## config.mk

```make
export PLATFORM = sky130hd
export DESIGN_NAME = conv_seq_ctrl
export DESIGN_NICKNAME = d
export VERILOG_FILES = /design/src/rtl/core_inst_pkg.sv /design/src/rtl/onij_map.sv /design/src/rtl/conv_seq_ctrl.sv
export SDC_FILE = /design/constraint.sdc
export NUM_CORES = 1
export LEC_CHECK = 0
export ABC_AREA = 1
export CORE_ASPECT_RATIO = 1.5
export CORE_MARGIN = 1.5
export CORE_UTILIZATION = 50
export CTS_CLUSTER_SIZE = 40
export DETAILED_ROUTE_END_ITERATION = 8
export PLACE_DENSITY = 0.93
export SLEW_MARGIN = 25
export SYNTH_ARGS = -nofsm -noshare
export SYNTH_HDL_FRONTEND = slang
export SYNTH_SLANG_ARGS = --single-unit
```

## constraint.sdc

```tcl
create_clock -name clk -period 12.8 [get_ports clk]
set_input_delay 2.56 -clock clk [delete_from_list [all_inputs] [get_ports clk]]
set_output_delay 2.56 -clock clk [all_outputs]
set_load 0.02 [all_outputs]
```

## src/rtl/core_inst_pkg.sv

```systemverilog
// +-----------------------------------------------------------------------------+
// | core_inst_pkg : core instruction bit positions, sequencer states, idle word |
// | Revision: 1.0                                                               |
// +-----------------------------------------------------------------------------+
`default_nettype none

package core_inst_pkg;

  localparam int c_b_load     = 0;
  localparam int c_b_execute  = 1;
  localparam int c_b_l0_wr    = 2;
  localparam int c_b_l0_rd    = 3;
  localparam int c_b_ofifo_rd = 6;
  localparam int c_b_axmem_lo = 7;
  localparam int c_b_wen_xmem = 18;
  localparam int c_b_cen_xmem = 19;
  localparam int c_b_apmem_lo = 20;
  localparam int c_b_wen_pmem = 31;
  localparam int c_b_cen_pmem = 32;
  localparam int c_b_acc      = 33;
  localparam int c_b_sfu_pass = 34;
  localparam int c_b_relu     = 45;
  localparam int c_a_w        = 11;

  // Both memories deselected, xmem in read mode, nothing else active.
  localparam logic [63:0] c_inst_idle = (64'd1 << c_b_wen_xmem)
                                      | (64'd1 << c_b_cen_xmem)
                                      | (64'd1 << c_b_cen_pmem);

  typedef enum logic [3:0] {
    S_IDLE  = 4'd0,
    S_CLR   = 4'd1,
    S_WPRE  = 4'd2,
    S_W2L0  = 4'd3,
    S_KPRE  = 4'd4,
    S_KLOAD = 4'd5,
    S_GAP   = 4'd6,
    S_XPRE  = 4'd7,
    S_EXEC  = 4'd8,
    S_DRAIN = 4'd9,
    S_DONE  = 4'd10
  } state_t;

endpackage

`default_nettype wire

```

## src/rtl/onij_map.sv

```systemverilog
// +-----------------------------------------------------------------------------+
// | onij_map : input pixel (nx,ny) and kernel tap kij -> output psum address    |
// | Revision: 1.0                                                               |
// +-----------------------------------------------------------------------------+
`default_nettype none

module onij_map #(
  parameter int OUT_W = 4,
  parameter int KW    = 3,
  parameter int XY_W  = 3,
  parameter int KIJ_W = 4,
  parameter int A_W   = 11
) (
  input  logic [XY_W-1:0]  nx,
  input  logic [XY_W-1:0]  ny,
  input  logic [KIJ_W-1:0] kij,
  output logic             valid,
  output logic [A_W-1:0]   a_pmem
);

  logic [KIJ_W-1:0] w_kx;
  logic [KIJ_W-1:0] w_ky;
  int               w_ox;
  int               w_oy;

  // Tap row/column by threshold compare so no divider is built.
  always_comb begin
    w_ky = '0;
    for (int i = 1; i < KW; i++) begin
      if (kij >= KIJ_W'(i * KW)) w_ky = KIJ_W'(i);
    end
    w_kx   = kij - KIJ_W'(KW) * w_ky;
    w_ox   = int'(nx) - int'(w_kx);
    w_oy   = int'(ny) - int'(w_ky);
    valid  = (w_ox >= 0) && (w_ox < OUT_W) && (w_oy >= 0) && (w_oy < OUT_W);
    a_pmem = valid ? A_W'(w_ox + w_oy * OUT_W) : '0;
  end

endmodule

`default_nettype wire

```

## src/rtl/conv_seq_ctrl.sv

```systemverilog
// +-----------------------------------------------------------------------------+
// | conv_seq_ctrl : drives core inst word through all 9 kij passes of one tile  |
// | Revision: 1.0                                                               |
// +-----------------------------------------------------------------------------+
`default_nettype none

module conv_seq_ctrl
  import core_inst_pkg::*;
#(
  parameter int COL     = 8,
  parameter int ROW     = 8,
  parameter int LEN_NIJ = 36,
  parameter int IN_W    = 6,
  parameter int OUT_W   = 4,
  parameter int KW      = 3,
  parameter int LEN_KIJ = 9,
  parameter int WBASE   = 1024,
  parameter int CLR_CYC = 11,
  parameter int GAP_CYC = 11
) (
  input  logic        clk,
  input  logic        reset,
  input  logic        start,
  input  logic        relu_en,
  input  logic        ofifo_valid,
  output logic [63:0] inst,
  output logic        core_clr,
  output logic        busy,
  output logic        done,
  output logic        err
);

  localparam int CW    = $clog2(LEN_NIJ + COL + ROW + 1);
  localparam int KIJ_W = $clog2(LEN_KIJ);
  localparam int XY_W  = $clog2(IN_W);

  localparam logic [CW-1:0]    c_clr_end   = CW'(CLR_CYC);
  localparam logic [CW-1:0]    c_w2l0_end  = CW'(COL);
  localparam logic [CW-1:0]    c_wrow_last = CW'(COL - 1);
  localparam logic [CW-1:0]    c_kload_end = CW'(COL + ROW - 1);
  localparam logic [CW-1:0]    c_gap_end   = CW'(GAP_CYC - 1);
  localparam logic [CW-1:0]    c_exec_end  = CW'(LEN_NIJ + COL + ROW);
  localparam logic [CW-1:0]    c_nij       = CW'(LEN_NIJ);
  localparam logic [CW-1:0]    c_drain_end = CW'(1);
  localparam logic [KIJ_W-1:0] c_kij_last  = KIJ_W'(LEN_KIJ - 1);
  localparam logic [XY_W-1:0]  c_xy_last   = XY_W'(IN_W - 1);

  state_t           r_state;
  state_t           w_state_nxt;
  logic [CW-1:0]    r_cyc;
  logic [KIJ_W-1:0] r_kij;
  logic [XY_W-1:0]  r_nx;
  logic [XY_W-1:0]  r_ny;
  logic             r_nij_full;
  logic             r_err;
  logic             r_relu_en;

  logic             w_acc_win;
  logic             w_consume;
  logic             w_overread;
  logic             w_map_valid;
  logic [c_a_w-1:0] w_map_addr;
  logic [c_a_w-1:0] w_wrow;
  logic [CW-1:0]    w_wofs;

  onij_map #(
    .OUT_W (OUT_W),
    .KW    (KW),
    .XY_W  (XY_W),
    .KIJ_W (KIJ_W),
    .A_W   (c_a_w)
  ) u_onij_map (
    .nx     (r_nx),
    .ny     (r_ny),
    .kij    (r_kij),
    .valid  (w_map_valid),
    .a_pmem (w_map_addr)
  );

  assign w_acc_win  = (r_state == S_EXEC) || (r_state == S_DRAIN);
  assign w_consume  = w_acc_win && ofifo_valid && !r_nij_full;
  assign w_overread = w_acc_win && ofifo_valid && r_nij_full;
  assign w_wrow     = c_a_w'(WBASE) + c_a_w'(r_kij) * c_a_w'(COL);
  assign w_wofs     = (r_cyc >= c_wrow_last) ? c_wrow_last : r_cyc;

  always_comb begin
    w_state_nxt = r_state;
    case (r_state)
      S_IDLE:  if (start) w_state_nxt = S_CLR;
      S_CLR:   if (r_cyc == c_clr_end) w_state_nxt = S_WPRE;
      S_WPRE:  w_state_nxt = S_W2L0;
      S_W2L0:  if (r_cyc == c_w2l0_end) w_state_nxt = S_KPRE;
      S_KPRE:  w_state_nxt = S_KLOAD;
      S_KLOAD: if (r_cyc == c_kload_end) w_state_nxt = S_GAP;
      S_GAP:   if (r_cyc == c_gap_end) w_state_nxt = S_XPRE;
      S_XPRE:  w_state_nxt = S_EXEC;
      S_EXEC:  if (r_cyc == c_exec_end) w_state_nxt = S_DRAIN;
      S_DRAIN: if (r_cyc == c_drain_end) w_state_nxt = (r_kij == c_kij_last) ? S_DONE : S_CLR;
      S_DONE:  w_state_nxt = S_IDLE;
      default: w_state_nxt = S_IDLE;
    endcase
  end

  always_comb begin
    inst     = c_inst_idle;
    core_clr = 1'b0;
    busy     = (r_state != S_IDLE) && (r_state != S_DONE);
    done     = (r_state == S_DONE);
    err      = r_err;
    case (r_state)
      S_CLR: core_clr = (r_cyc < c_clr_end);
      S_WPRE: begin
        inst[c_b_cen_xmem]               = 1'b0;
        inst[c_b_axmem_lo +: c_a_w]      = w_wrow;
      end
      S_W2L0: begin
        inst[c_b_l0_wr]                  = 1'b1;
        inst[c_b_cen_xmem]               = 1'b0;
        inst[c_b_axmem_lo +: c_a_w]      = w_wrow + c_a_w'(w_wofs);
      end
      S_KPRE: inst[c_b_l0_rd] = 1'b1;
      S_KLOAD: begin
        inst[c_b_l0_rd] = 1'b1;
        inst[c_b_load]  = 1'b1;
      end
      S_XPRE: begin
        inst[c_b_l0_wr]    = 1'b1;
        inst[c_b_l0_rd]    = 1'b1;
        inst[c_b_cen_xmem] = 1'b0;
      end
      S_EXEC: begin
        if (r_cyc < c_nij) begin
          inst[c_b_l0_wr]             = 1'b1;
          inst[c_b_l0_rd]             = 1'b1;
          inst[c_b_execute]           = 1'b1;
          inst[c_b_cen_xmem]          = 1'b0;
          inst[c_b_axmem_lo +: c_a_w] = c_a_w'(r_cyc) + c_a_w'(1);
        end
      end
      default: ;
    endcase
    // Same-cycle OFIFO read: the pop lands on the edge that sees valid.
    if (w_acc_win && ofifo_valid) begin
      inst[c_b_ofifo_rd] = 1'b1;
      if (!r_nij_full) begin
        inst[c_b_cen_pmem] = !w_map_valid;
        inst[c_b_wen_pmem] = w_map_valid;
        inst[c_b_apmem_lo +: c_a_w] = w_map_addr;
        inst[c_b_sfu_pass] = (r_kij == '0);
        inst[c_b_acc]      = (r_kij != '0);
        inst[c_b_relu]     = r_relu_en && (r_kij == c_kij_last);
      end
    end
  end

  always_ff @(posedge clk) begin
    if (reset) begin
      r_state    <= S_IDLE;
      r_cyc      <= '0;
      r_kij      <= '0;
      r_nx       <= '0;
      r_ny       <= '0;
      r_nij_full <= 1'b0;
      r_err      <= 1'b0;
      r_relu_en  <= 1'b0;
    end else begin
      r_state <= w_state_nxt;
      if ((w_state_nxt != r_state) || (r_state == S_IDLE)) r_cyc <= '0;
      else                                                 r_cyc <= r_cyc + CW'(1);

      if (r_state == S_IDLE && start) begin
        r_kij     <= '0;
        r_err     <= 1'b0;
        r_relu_en <= relu_en;
      end
      if (r_state == S_DRAIN && w_state_nxt == S_CLR) r_kij <= r_kij + KIJ_W'(1);

      if (w_state_nxt == S_XPRE && r_state != S_XPRE) begin
        r_nx       <= '0;
        r_ny       <= '0;
        r_nij_full <= 1'b0;
      end else if (w_consume) begin
        if (r_nx == c_xy_last) begin
          r_nx <= '0;
          if (r_ny == c_xy_last) r_nij_full <= 1'b1;
          else                   r_ny       <= r_ny + XY_W'(1);
        end else begin
          r_nx <= r_nx + XY_W'(1);
        end
      end
      if (w_overread) r_err <= 1'b1;
    end
  end

endmodule

`default_nettype wire

```

# Word-level counts from Yosys, hierarchy flattened
# Cells that the tools add are included.
[classes]
add_sub_neg = 11
multipliers = 1
div_mod_pow = 0
n_lt_le_gt_ge = 9
eq_ne = 24
n_shift = 0
muxes = 33
n_bitwise = 1
reduce_logical = 28
[ops]
columns = ["operator", "n"]
rows = [
  ["$mux W4", 10],
  ["$pmux W4 S10", 1],
  ["$pmux W11 S3", 1],
  ["$mux W15", 2],
  ["$eq A6 B4 Y1 const B", 4],
  ["$eq A4 B3 Y1 const B", 5],
  ["$eq A4 B4 Y1 const B", 4],
  ["$add A11 B6 Y11", 1],
  ["$add A11 B7 Y11 const A", 1],
  ["$logic_and A1 B1 Y1", 11],
  ["$mux W11", 1],
  ["$mux W1", 10],
  ["$eq A4 B1 Y1 const B", 2],
  ["$eq A4 B2 Y1 const B", 2],
  ["$logic_not A4 Y1", 2],
  ["$reduce_bool A4 Y1", 2],
  ["$add A5 B6 Y7", 1],
  ["$add A6 B1 Y7 const B", 1],
  ["$mux W7", 1],
  ["$add A3 B1 Y3 const B", 2],
  ["$add A6 B1 Y6 const B", 1],
  ["$eq A3 B3 Y1 const B", 2],
  ["$eq A6 B1 Y1 const B", 1],
  ["$eq A6 B6 Y1 const B", 1],
  ["other kinds (28)", 38],
]
[word_totals]
regBits = 23
latch_bits = 0
mem_bits_rw = 0
rom_bits = 0
inputBits = 5
word_cells = 115
mem_count = 0

# Logic depth before layout (Yosys ltp)
[depth]
depth_word = 13
mapped_depth = 19
ltp_nobuf = 18

# Cells and area by module
# From an unflattened synthesis, not the netlist that was laid out.
[hier_totals]
hier_cells = 448
hier_area_um2 = 2971.6
[modules_own_cells]
columns = ["mod", "instances", "cells_per_inst", "area_per_inst_um2", "seq_area_each_um2"]
rows = [
  ["conv_seq_ctrl", 1, 322, 2192.1, 460.4],
  ["onij_map", 1, 126, 779.5, 0.0],
]

# Worst setup path before layout
# OpenSTA, ideal clock, no wires.
[synth_timing]
kind = "input -> output"
start = "input ofifo_valid"
end = "output inst[27]"
arrival_ns = 4.096
required_ns = 10.240
path_slack_ns = 6.144
path_stages = 7
path_buffers = 1
cell_sequence = "nand2_1 nor2_8 nand2_4 nor4_2 nand2_2 nor2_1 buf_4"
[synth_between]
elab_chain_len = 2
[synth_rtl]
columns = ["item", "line", "rtl"]
rows = [
  ["from (decl)", "conv_seq_ctrl.sv:25", "input logic ofifo_valid,"],
  ["$logic_and A1 B1 Y1", "conv_seq_ctrl.sv:143", "if (w_acc_win && ofifo_valid) begin"],
  ["$mux W15", "conv_seq_ctrl.sv:143", ""],
  ["to (decl)", "conv_seq_ctrl.sv:26", "output logic [63:0] inst,"],
]
# Every way passes these cells.

# Final worst setup path
[layout_timing]
start = "register r_kij[0]"
end = "output inst[29]"
[layout_between]
elab_chain_len = 13
elab_cells_between_ends = 19
cone_classes = "add/sub (4); mul (1); order compare (6); mux (5); reduce/logical (3)"
[layout_rtl]
columns = ["item", "line", "rtl"]
rows = [
  ["from (decl)", "conv_seq_ctrl.sv:51", "logic [KIJ_W-1:0] r_kij;"],
  ["from (signal assigned)", "conv_seq_ctrl.sv:176", "if (r_state == S_DRAIN && w_state_nxt == S_CLR) r_kij <= r_kij + KIJ_W'(1);"],
  ["$ge A4 B2 Y1", "onij_map.sv:30", "if (kij >= KIJ_W'(i * KW)) w_ky = KIJ_W'(i);"],
  ["$mux W1", "onij_map.sv:30", ""],
  ["$mux W2", "onij_map.sv:30", ""],
  ["$mul A2 B2 Y4", "onij_map.sv:32", "w_kx = kij - KIJ_W'(KW) * w_ky;"],
  ["$sub A4 B4 Y4", "onij_map.sv:32", ""],
  ["$sub A3 B4 Y5", "onij_map.sv:33", "w_ox = int'(nx) - int'(w_kx);"],
  ["$ge A5 B1 Y1 or $lt A5 B4 Y1 (tied branches)", "onij_map.sv:35", "valid = (w_ox >= 0) && (w_ox < OUT_W) && (w_oy >= 0) && (w_oy < OUT_W);"],
  ["$logic_and A1 B1 Y1 (3 in series)", "onij_map.sv:35", ""],
  ["$mux W11 *", "onij_map.sv:36", "a_pmem = valid ? A_W'(w_ox + w_oy * OUT_W) : '0;"],
  ["$mux W15 *", "conv_seq_ctrl.sv:145", "if (!r_nij_full) begin"],
  ["$mux W15 *", "conv_seq_ctrl.sv:143", ""],
]
# Every way passes the cells marked *; elsewhere a longest branch is shown, timed or not.

==> metrics <==
Syn-to-layout area delta=14.1%; WL/cell=11.9 um; fin worst setup slack=5.35 ns; Pre-antenna DRT Iters=4; initial antenna violation count=0; synth top area cells=dfxtp_1, ha_1, buf_4; r2r startpoint=r_kij[1]$_SDFFE_PP0P_; Die ar.=0.00531 mm^2; Clk Latency, worst-skew pair=0.26 ns; via count of the first global-routing pass=2222; Mean Syn Cell Area=6.75 um^2; Tot Pwr=140 uW; Slew @ Worst Pin=0.684 ns; Synth Instances=between 300 and 400; die height=88.5 um; clock skew=0.00657 ns; kind of end point of the critical path=output pin; CP Launch Point=r_kij[0]$_SDFFE_PP0P_; crit share post-route=58.2%; Routed Antenna Nets=0; post-layout min period=7.45 ns; maxcap violations=0; setup TNS=0 ns; Yosys top cell area share=about a fifth; met3 Usage GRT=roughly 1.8%; sequential area share after synthesis=18.9%; register area=460 um^2; crit path max fanout=6; Worst Hold Class=reg -> reg; die width=60.0 um; nets=432; power per cell area=50.2 mW/mm^2; DRT iter0 DRCs=102; Max Buffers Root-to-Sink=2; H-tree depth=1; Final setup violation count=0; Vias=~2400; Post-Route WL=about 5.5 mm; crit start category=flop; first-pass GRT wire length=8.96 mm; CTS root buf=clkbuf_8; post-synthesis cell area=roughly 0.0024 mm^2; largest net degree at the start of global routing=13; grt met1 use=20.0%; drt drc=0; Slew headroom=between 50% and 60%; outcome=finished clean; Netlist cell types=37; Final Util=between 60% and 70%; Max Freq=134 MHz; # Post-CTS Setup Buffers=0; number of vias per cell=between 5 and 6; hold path depth=2; worst vdd ir=around 0.000049 V; Arr. time, crit path=4.89 ns; reg2reg end=r_cyc[4]$_SDFF_PP0_; hold slack=0.466 ns; initial core utilization=between 50% and 60%; Reg2Reg Setup Slack=10.86 ns; DP Worst Slack=roughly 5.5 ns; Hold Fails Final Rpt=0; fin cells=462; Sink Count=23; I/O pins=73; CTS buffer count=3; TritonCTS clock tree=built; final instance area=0.00278 mm^2; CP Class=reg -> out; Placed Instances=about 460; Slew Viols, Final=0; # port buffers=38; WP data required=10.24 ns; GRT met2 Usage=43.7%; hold buffers post-CTS=0; core area=~0.0046 mm^2; # diodes=0; Yosys reg bits=23; Cell Area, Placed=approximately 0.0027 mm^2; FP Rows=30; Top Usage Layer GRT=met2; grt total ovfl=0; area taken by multi-input logic gates=0.00162 mm^2; Final GP Congestion=0.958; RSZ-0062 raised after global routing=no; HPWL Detailed=4.56 mm; Leakage=between 1 and 1.5 nW; clk slew on worst S/H paths=0.08 ns; post-synth top area cell=dfxtp_1; cts repair resizes=0; Critical Path End=inst[29]; All-Layer GR Usage=around a fifth; Filler Cell Count=458; layout cells sized above 1=6.53%; cells on worst reg2reg path=13; Synthesis Warnings=0
[report_power, final]
group          internal [mW]  switching [mW]
registers             0.0722        0.000869
clock network         0.0222          0.0240
logic                0.00453          0.0158
total                 0.0989          0.0407
[synthesized netlist by cell type]
| cell | count |
|---|---|
| buf_2 | 1 |
| a31oi_1 | 1 |
| nand2_2 | 3 |
| dfxtp_1 | 23 |
| nor4_2 | 1 |
| xor2_1 | 8 |
| nor2_1 | 47 |
| nand2_1 | 63 |
| o211ai_1 | 4 |
| buf_1 | 1 |
| inv_2 | 7 |
| a21boi_0 | 1 |
| xnor2_1 | 4 |
| nand2_4 | 2 |
| nand4_1 | 5 |
| or2_0 | 1 |
| nand3_1 | 20 |
| or2_2 | 2 |
| o31ai_1 | 1 |
| nand3b_1 | 1 |
| buf_4 | 38 |
| inv_1 | 45 |
| nor2_8 | 1 |
| o21bai_1 | 1 |
| a41oi_1 | 1 |
| nor3b_1 | 1 |
| conb_1 | 2 |
| a211oi_1 | 3 |
| ha_1 | 23 |
| fa_1 | 5 |
| o21ai_0 | 15 |
| nor2_4 | 1 |
| nand3_2 | 1 |
| a21oi_1 | 16 |
| a22oi_1 | 1 |
| nor2_2 | 5 |
| nor3_1 | 6 |
[placed cells by master, fill, tap and decap left out, drive strengths merged, types with 6 or more instances in the layout]
| cell type | synthesis | layout |
|---|---|---|
| a21oi | 16 | 16 |
| clkdlybuf4s50 | 0 | 38 |
| conb | 2 | 37 |
| dfxtp | 23 | 23 |
| ha | 23 | 23 |
| inv | 52 | 52 |
| nand2 | 68 | 68 |
| nand3 | 21 | 21 |
| nor2 | 54 | 54 |
| nor3 | 6 | 6 |
| o21ai | 15 | 15 |
| xor2 | 8 | 8 |
[critical path, stage by stage (launching register included)]
cell and delay, ns:
dfxtp_1 0.47, inv_1 0.14, ha_1 0.21, o21ai_0 0.19
nand2_1 0.18, nor2_1 0.22, ha_1 0.23, fa_1 0.45
ha_1 0.29, nand2_1 0.07, nor2_1 0.04, a211oi_1 0.38
xor2_1 0.19, fa_1 0.49, nand2_1 0.09, a22oi_1 0.07
nor2_1 0.25, clkdlybuf4s50_1 0.67
[layout make-up]
type | instances | area share [%]
Timing Repair Buffer | 38 | 13.7
Clock buffer | 4 | 1.62
Sequential cell | 23 | 16.6
Tap cell | 64 | 2.88
Multi-Input combinational cell | 281 | 58.2
Inverter | 52 | 7.02
[state kept, by name, indices dropped and copies added (netlist names)]
signal      flops
err             1
r_cyc           6
r_kij           4
r_nij_full      1
r_nx            3
r_ny            3
r_relu_en       1
r_state         4
[how the worst min path moves through the flow]
stage | startpoint | endpoint
after global placement | r_relu_en$_SDFFE_PP0P_ | r_relu_en$_SDFFE_PP0P_
after floorplan | r_relu_en$_SDFFE_PP0P_ | r_relu_en$_SDFFE_PP0P_
after detailed placement | r_relu_en$_SDFFE_PP0P_ | r_relu_en$_SDFFE_PP0P_
final | r_relu_en$_SDFFE_PP0P_ | r_relu_en$_SDFFE_PP0P_
after CTS | r_relu_en$_SDFFE_PP0P_ | r_relu_en$_SDFFE_PP0P_
after global routing | err$_SDFFE_PP0P_ | err$_SDFFE_PP0P_
[layer usage]
metal | part of all wire, % | routed length (um)
met4 | 2.4 | 134
met5 | 0 | 0
met2 | 56 | 3090
met1 | 36 | 1990
met3 | 4.8 | 264
[logic make-up after synthesis]
group | Yosys count | share of synthesized area (%)
adders and majority gates | 28 | 15.9
DFF | 23 | 18.9
buffers and inverters | 92 | 20.1
AOI/OAI and AO/OA | 44 | 10.4
xor gates and xnor gates | 12 | 4.31
other | 2 | 0.308
and+or+nand+nor | 160 | 30.1
No activity file was read; power rests on OpenSTA's default activity.
